## src/rtl/btb_if.sv

```systemverilog
// btb_if: fetch lookup and resolve-time update/report signals of the branch predictor
interface btb_if;
  logic [31:0] fetch_pc;
  logic        prediction;
  logic [31:0] pre_pc;
  logic        update_en;
  logic [31:0] update_pc;
  logic        taken;
  logic [31:0] target_pc;
  logic        is_incorrect;
  logic [31:0] mispredict_cnt;
  modport master (output fetch_pc, update_en, update_pc, taken, target_pc, is_incorrect,
                  input prediction, pre_pc, mispredict_cnt);
  modport slave (input fetch_pc, update_en, update_pc, taken, target_pc, is_incorrect,
                 output prediction, pre_pc, mispredict_cnt);
endinterface

```

## src/rtl/btb_predictor.sv

```systemverilog
// btb_predictor: direct-mapped BTB with 2-bit saturating counters and mispredict count.
// Define BTB_GSHARE_EN to index the counter table with idx XOR global history.
module btb_predictor #(
  parameter int IDX_BITS = 5,
  parameter int TAG_BITS = 30 - IDX_BITS,
  parameter int GHR_BITS = 5
) (
  input logic   clk,
  input logic   reset_n,
  btb_if.slave  bus
);
  localparam int N = 1 << IDX_BITS;
  logic [N-1:0]          valid;
  logic [TAG_BITS-1:0]   tag_q [N];
  logic [31:0]           tgt_q [N];
  logic [1:0]            cnt_q [N];
  logic [31:0]           mcnt;
  logic [IDX_BITS-1:0]   f_idx, u_idx, f_cidx, u_cidx;
  logic [TAG_BITS-1:0]   f_tag, u_tag;
  logic                  f_hit, u_hit;
  logic [1:0]            u_cnt, cnt_nx;
  assign f_idx = bus.fetch_pc[IDX_BITS+1:2];
  assign f_tag = bus.fetch_pc[31:IDX_BITS+2];
  assign u_idx = bus.update_pc[IDX_BITS+1:2];
  assign u_tag = bus.update_pc[31:IDX_BITS+2];
`ifdef BTB_GSHARE_EN
  logic [GHR_BITS-1:0] ghr;
  assign f_cidx = f_idx ^ IDX_BITS'(ghr);
  assign u_cidx = u_idx ^ IDX_BITS'(ghr);
  always_ff @(posedge clk or negedge reset_n)
    if (!reset_n) ghr <= '0;
    else if (bus.update_en) ghr <= GHR_BITS'({ghr, bus.taken});
`else
  assign f_cidx = f_idx;
  assign u_cidx = u_idx;
`endif
  always_comb begin
    f_hit  = valid[f_idx] && tag_q[f_idx] == f_tag;
    u_hit  = valid[u_idx] && tag_q[u_idx] == u_tag;
    u_cnt  = cnt_q[u_cidx];
    cnt_nx = bus.taken ? (u_cnt == 2'b11 ? u_cnt : u_cnt + 2'd1)
                       : (u_cnt == 2'b00 ? u_cnt : u_cnt - 2'd1);
  end
  // Lookup reads current contents only; updates land on the edge with no bypass.
  assign bus.prediction     = reset_n && f_hit && cnt_q[f_cidx][1];
  assign bus.pre_pc         = bus.prediction ? tgt_q[f_idx] : bus.fetch_pc + 32'd4;
  assign bus.mispredict_cnt = mcnt;
  always_ff @(posedge clk or negedge reset_n)
    if (!reset_n) begin
      valid <= '0;
      mcnt  <= '0;
      for (int i = 0; i < N; i++) begin
        tag_q[i] <= '0;
        tgt_q[i] <= '0;
        cnt_q[i] <= 2'b01;
      end
    end else if (bus.update_en) begin
      if (bus.is_incorrect) mcnt <= mcnt + 32'd1;
      if (u_hit) begin
        cnt_q[u_cidx] <= cnt_nx;
        if (bus.taken) tgt_q[u_idx] <= bus.target_pc;
      end else if (bus.taken) begin
        valid[u_idx]  <= 1'b1;
        tag_q[u_idx]  <= u_tag;
        tgt_q[u_idx]  <= bus.target_pc;
        cnt_q[u_cidx] <= 2'b10;
      end
    end
endmodule

```

## src/flat_wrapper.sv

```systemverilog
// flat-port wrapper written by rule: the top's interface ports become plain ports
module btb_predictor_flat 
#(
  parameter int IDX_BITS = 5,
  parameter int TAG_BITS = 30 - IDX_BITS,
  parameter int GHR_BITS = 5
)
  (clk, reset_n, bus_fetch_pc, bus_update_en, bus_update_pc, bus_taken, bus_target_pc, bus_is_incorrect, bus_prediction, bus_pre_pc, bus_mispredict_cnt);
  btb_if bus_i ();
  input logic clk;
  input logic reset_n;
  input wire logic [$bits(bus_i.fetch_pc)-1:0] bus_fetch_pc;
  input wire logic [$bits(bus_i.update_en)-1:0] bus_update_en;
  input wire logic [$bits(bus_i.update_pc)-1:0] bus_update_pc;
  input wire logic [$bits(bus_i.taken)-1:0] bus_taken;
  input wire logic [$bits(bus_i.target_pc)-1:0] bus_target_pc;
  input wire logic [$bits(bus_i.is_incorrect)-1:0] bus_is_incorrect;
  output wire logic [$bits(bus_i.prediction)-1:0] bus_prediction;
  output wire logic [$bits(bus_i.pre_pc)-1:0] bus_pre_pc;
  output wire logic [$bits(bus_i.mispredict_cnt)-1:0] bus_mispredict_cnt;
  assign bus_i.fetch_pc = bus_fetch_pc;
  assign bus_i.update_en = bus_update_en;
  assign bus_i.update_pc = bus_update_pc;
  assign bus_i.taken = bus_taken;
  assign bus_i.target_pc = bus_target_pc;
  assign bus_i.is_incorrect = bus_is_incorrect;
  assign bus_prediction = bus_i.prediction;
  assign bus_pre_pc = bus_i.pre_pc;
  assign bus_mispredict_cnt = bus_i.mispredict_cnt;
  btb_predictor #(.IDX_BITS(IDX_BITS), .TAG_BITS(TAG_BITS), .GHR_BITS(GHR_BITS)) u_core (.clk(clk), .reset_n(reset_n), .bus(bus_i));
endmodule
```

## config.mk

```make
export PLATFORM = sky130hd
export DESIGN_NAME = btb_predictor_flat
export DESIGN_NICKNAME = d
export VERILOG_FILES = /design/src/rtl/btb_if.sv /design/src/rtl/btb_predictor.sv /design/src/flat_wrapper.sv
export SDC_FILE = /design/constraint.sdc
export NUM_CORES = 2
export LEC_CHECK = 0
export ABC_AREA = 0
export CELL_PAD_IN_SITES_DETAIL_PLACEMENT = 1
export CELL_PAD_IN_SITES_GLOBAL_PLACEMENT = 1
export CORE_AREA = 5 5 413 415
export CTS_CLUSTER_SIZE = 24
export DETAILED_ROUTE_END_ITERATION = 7
export DIE_AREA = 0 0 418 420
export PLACE_DENSITY = 0.92
export SKIP_LAST_GASP = 1
export SLEW_MARGIN = 20
export SYNTH_ARGS = -nofsm -noshare
export SYNTH_HDL_FRONTEND = slang
export SYNTH_SLANG_ARGS = --single-unit
```

## constraint.sdc

```tcl
create_clock -name clk -period 13.1 [get_ports clk]
set_input_delay 2.62 -clock clk [delete_from_list [all_inputs] [get_ports clk]]
set_output_delay 2.62 -clock clk [all_outputs]
set_load 0.05 [all_outputs]
```

==> results.json <==
{
  "core.rowCount": 150,
  "cpMaxStageDelayCell": "or4_4",
  "clock_latency_ps": 940,
  "cp_max_fo": 47,
  "power_density_nw_per_um2": 157,
  "overflow": 0,
  "layout_common_cells": "dfrtp_1 (1920), mux2_2 (1829), mux4_2 (526), mux2i_1 (524), o22ai_1 (218)",
  "setup_tns_ps": 0,
  "cts_root_buf": "clkbuf_16",
  "grt_pass1_vias": 75400,
  "final_antenna_net_count": 0,
  "cts.clk_slew.worst_paths_ps": 60,
  "ys_types": 61,
  "fmax_ghz": 0.0813,
  "relSlewSlack": -0.340,
  "io_buffer_count": 163,
  "post_cts_buffers": 0,
  "hpwl_um": 194000,
  "ys_seq_elements": 1952,
  "required_ps": 10480,
  "syn_inst": 6534,
  "max_cap_violations": 3,
  "die_area_sq_um": 176000,
  "clock_tree.buffer_depth": 3,
  "die_h_um": 420,
  "synth_edf_count": 0,
  "syn-cell-area_sq_um": 95800,
  "cts_hold_buf": 0,
  "crit_buf_inv": 4,
  "firstDrtPassIters": 6,
  "grtUsageTotal": 0.444,
  "drc": 0,
  "avgRoutedWirePerCell_um": 45.6,
  "violations": "capacitance limit, slew limit",
  "hold_class": "register to register",
  "slowest_delay_ps": 1000,
  "placed_cell_area_sq_um": 99500,
  "layout_min_cycle_time_ps": 12290,
  "core_sq_um": 166000,
  "area_growth_pct": 11.2,
  "dr.first_iter.drc_count": 10400,
  "antenna_found_initial": 35,
  "via_per_inst": 8.00,
  "timing.final.ws_setup_ps": 806,
  "peakVddDrop_mv": 0.152,
  "grt_max_degree": 217,
  "die_w_um": 418,
  "fin_nets": 6546,
  "r2r_slack_ps": 7640,
  "synth_nets": 6637,
  "skew_ps": 120,
  "worstPathCellList": "buf_6, buf_4, nor2b_1, buf_4, nand2_1, o21ai_0, o22ai_1, xnor2_1, nor4_1, nand4_1, or4_4, mux2i_1, clkdlybuf4s50_1",
  "htree_levels": 4,
  "grt_pass1_wl_um": 562000,
  "worstMarginPinSlew_ps": 1950,
  "final_common_cell": "dfrtp_1",
  "seqCellArea_sq_um": 48900,
  "timing.final.hold_violations": 0,
  "arrival_ps": 9670,
  "postCtsResizedCells": 0,
  "place_congestion": 0.852,
  "slew_viol_final": 6,
  "vias": 70800,
  "numClockSinks": 1952,
  "drive_above_1_share": 0.456,
  "crit_path_end_kind": "output port",
  "cts_made_buffers": 200,
  "finalCritPeriodShare": 0.938,
  "setup_violations": 0,
  "power_leakage_nw": 48.8,
  "synthArstFlopShare": 1.00,
  "cts_tree": "done",
  "routed_wl_um": 404000,
  "p_total_mw": 16.7,
  "num-fill-cells": 14400,
  "syn_avg_cell_area_sq_um": 14.7,
  "multi_input_comb_area_sq_um": 44700,
  "rsz0062_at_grt": "no",
  "synth_ff_type": "dfrtp_1",
  "startpoint_type": "input pin",
  "io_pins": 166,
  "start_util": 0.576,
  "crit_family": "simple AND/OR/NAND/NOR gates",
  "critical_path_class": "input pin to output port",
  "synth_warnings": 0,
  "design_area_sq_um": 107000,
  "crit_path_frequent_cell": "buf_4",
  "preCtsSetupSlack_ps": 1180,
  "outcome": "finished, violations left",
  "synth-seq-area-share": 0.510
}
[where the power goes]
part | switching (mW) | internal, mW | total (mW)
Clock | 2.86 | 3.48 | 6.35
Combinational | 1.41 | 1.28 | 2.69
Sequential | 0.812 | 6.86 | 7.67
Total | 5.08 | 11.6 | 16.7
[metrics by stage]
step | util | hold slack [ps] | cells
final | 0.641 | 475 | 8843
after global routing | 0.641 | 489 | 8826
after CTS | 0.640 | 472 | 8811
after detailed placement | 0.598 | 460 | 8441
after global placement | 0.598 | 451 | 8441
after floorplan | - | 442 | 6534
[tightest hold or removal path, stage by stage (launching register included)]
cell,delay (ps)
dfstp_2,370
inv_1,50
o22ai_1,60
[metal layers]
| layer | part of all wire | global-route usage |
|---|---|---|
| met3 | 0.12 | 0.149 |
| met1 | 0.32 | 0.504 |
| met5 | 0.00060 | 0.00111 |
| met2 | 0.45 | 0.672 |
| met4 | 0.11 | 0.390 |
[registers in the layout (all words and copies together), names as in the netlist]
signal	cells
u_core.bus.mispredict_cnt	32
u_core.cnt_q	64
u_core.tag_q	800
u_core.tgt_q	1024
u_core.valid	32
[cells by family after synthesis]
group	synth area share
mux	0.394
flops	0.510
simple gates	0.0257
fa+ha+maj	0.000261
buf+inv	0.0284
xor+xnor	0.00841
compound gates	0.0333
[Yosys cell counts (all sizes together), types with 6 or more instances]
library cell	count	area (sq um)
clkbuf	407	1530
nand2b	35	219
and2	10	62.6
nand3	49	245
mux2i	526	5270
a211o	8	70.1
o21ai	36	180
dfrtp	1920	48000
buf	216	1050
mux4	526	11800
a21oi	62	310
inv	37	139
xor2	44	385
and3	34	213
o22ai	218	1360
o221ai	31	272
xnor2	48	420
nand2	148	556
nand4b	6	52.6
nor2	50	188
nand4	25	156
nor2b	8	50.1
nor4	55	344
nand4bb	6	67.6
dfstp	32	841
nand3b	7	52.6
a221oi	14	123
a22oi	48	360
nor3	6	30.0
o22a	33	289
mux2	1831	20600
[cell type report]
type	count	area share
clock inverter	73	0.0102
antenna	28	0.000657
timing repair buffer	330	0.0285
tap	2204	0.0259
clock buffer	297	0.0553
sequential	1952	0.459
multi-input combinational	3921	0.419
inverter	38	0.00141
[path summary, 6_finish.rpt]
path / start / endpoint / cells after the start
setup reg to reg: u_core.tag_q[328] / u_core.tag_q[292] / 11
max in group asynchronous: reset_n / u_core.tag_q[636] / 5
min in group asynchronous: reset_n / u_core.tgt_q[800] / 1
hold reg to reg: u_core.cnt_q[46] / u_core.cnt_q[46] / 2
hold / removal: u_core.cnt_q[46] / u_core.cnt_q[46] / 2
setup / recovery: bus_fetch_pc[4] / bus_pre_pc[31] / 13
Power figures use the tool's default switching activity.
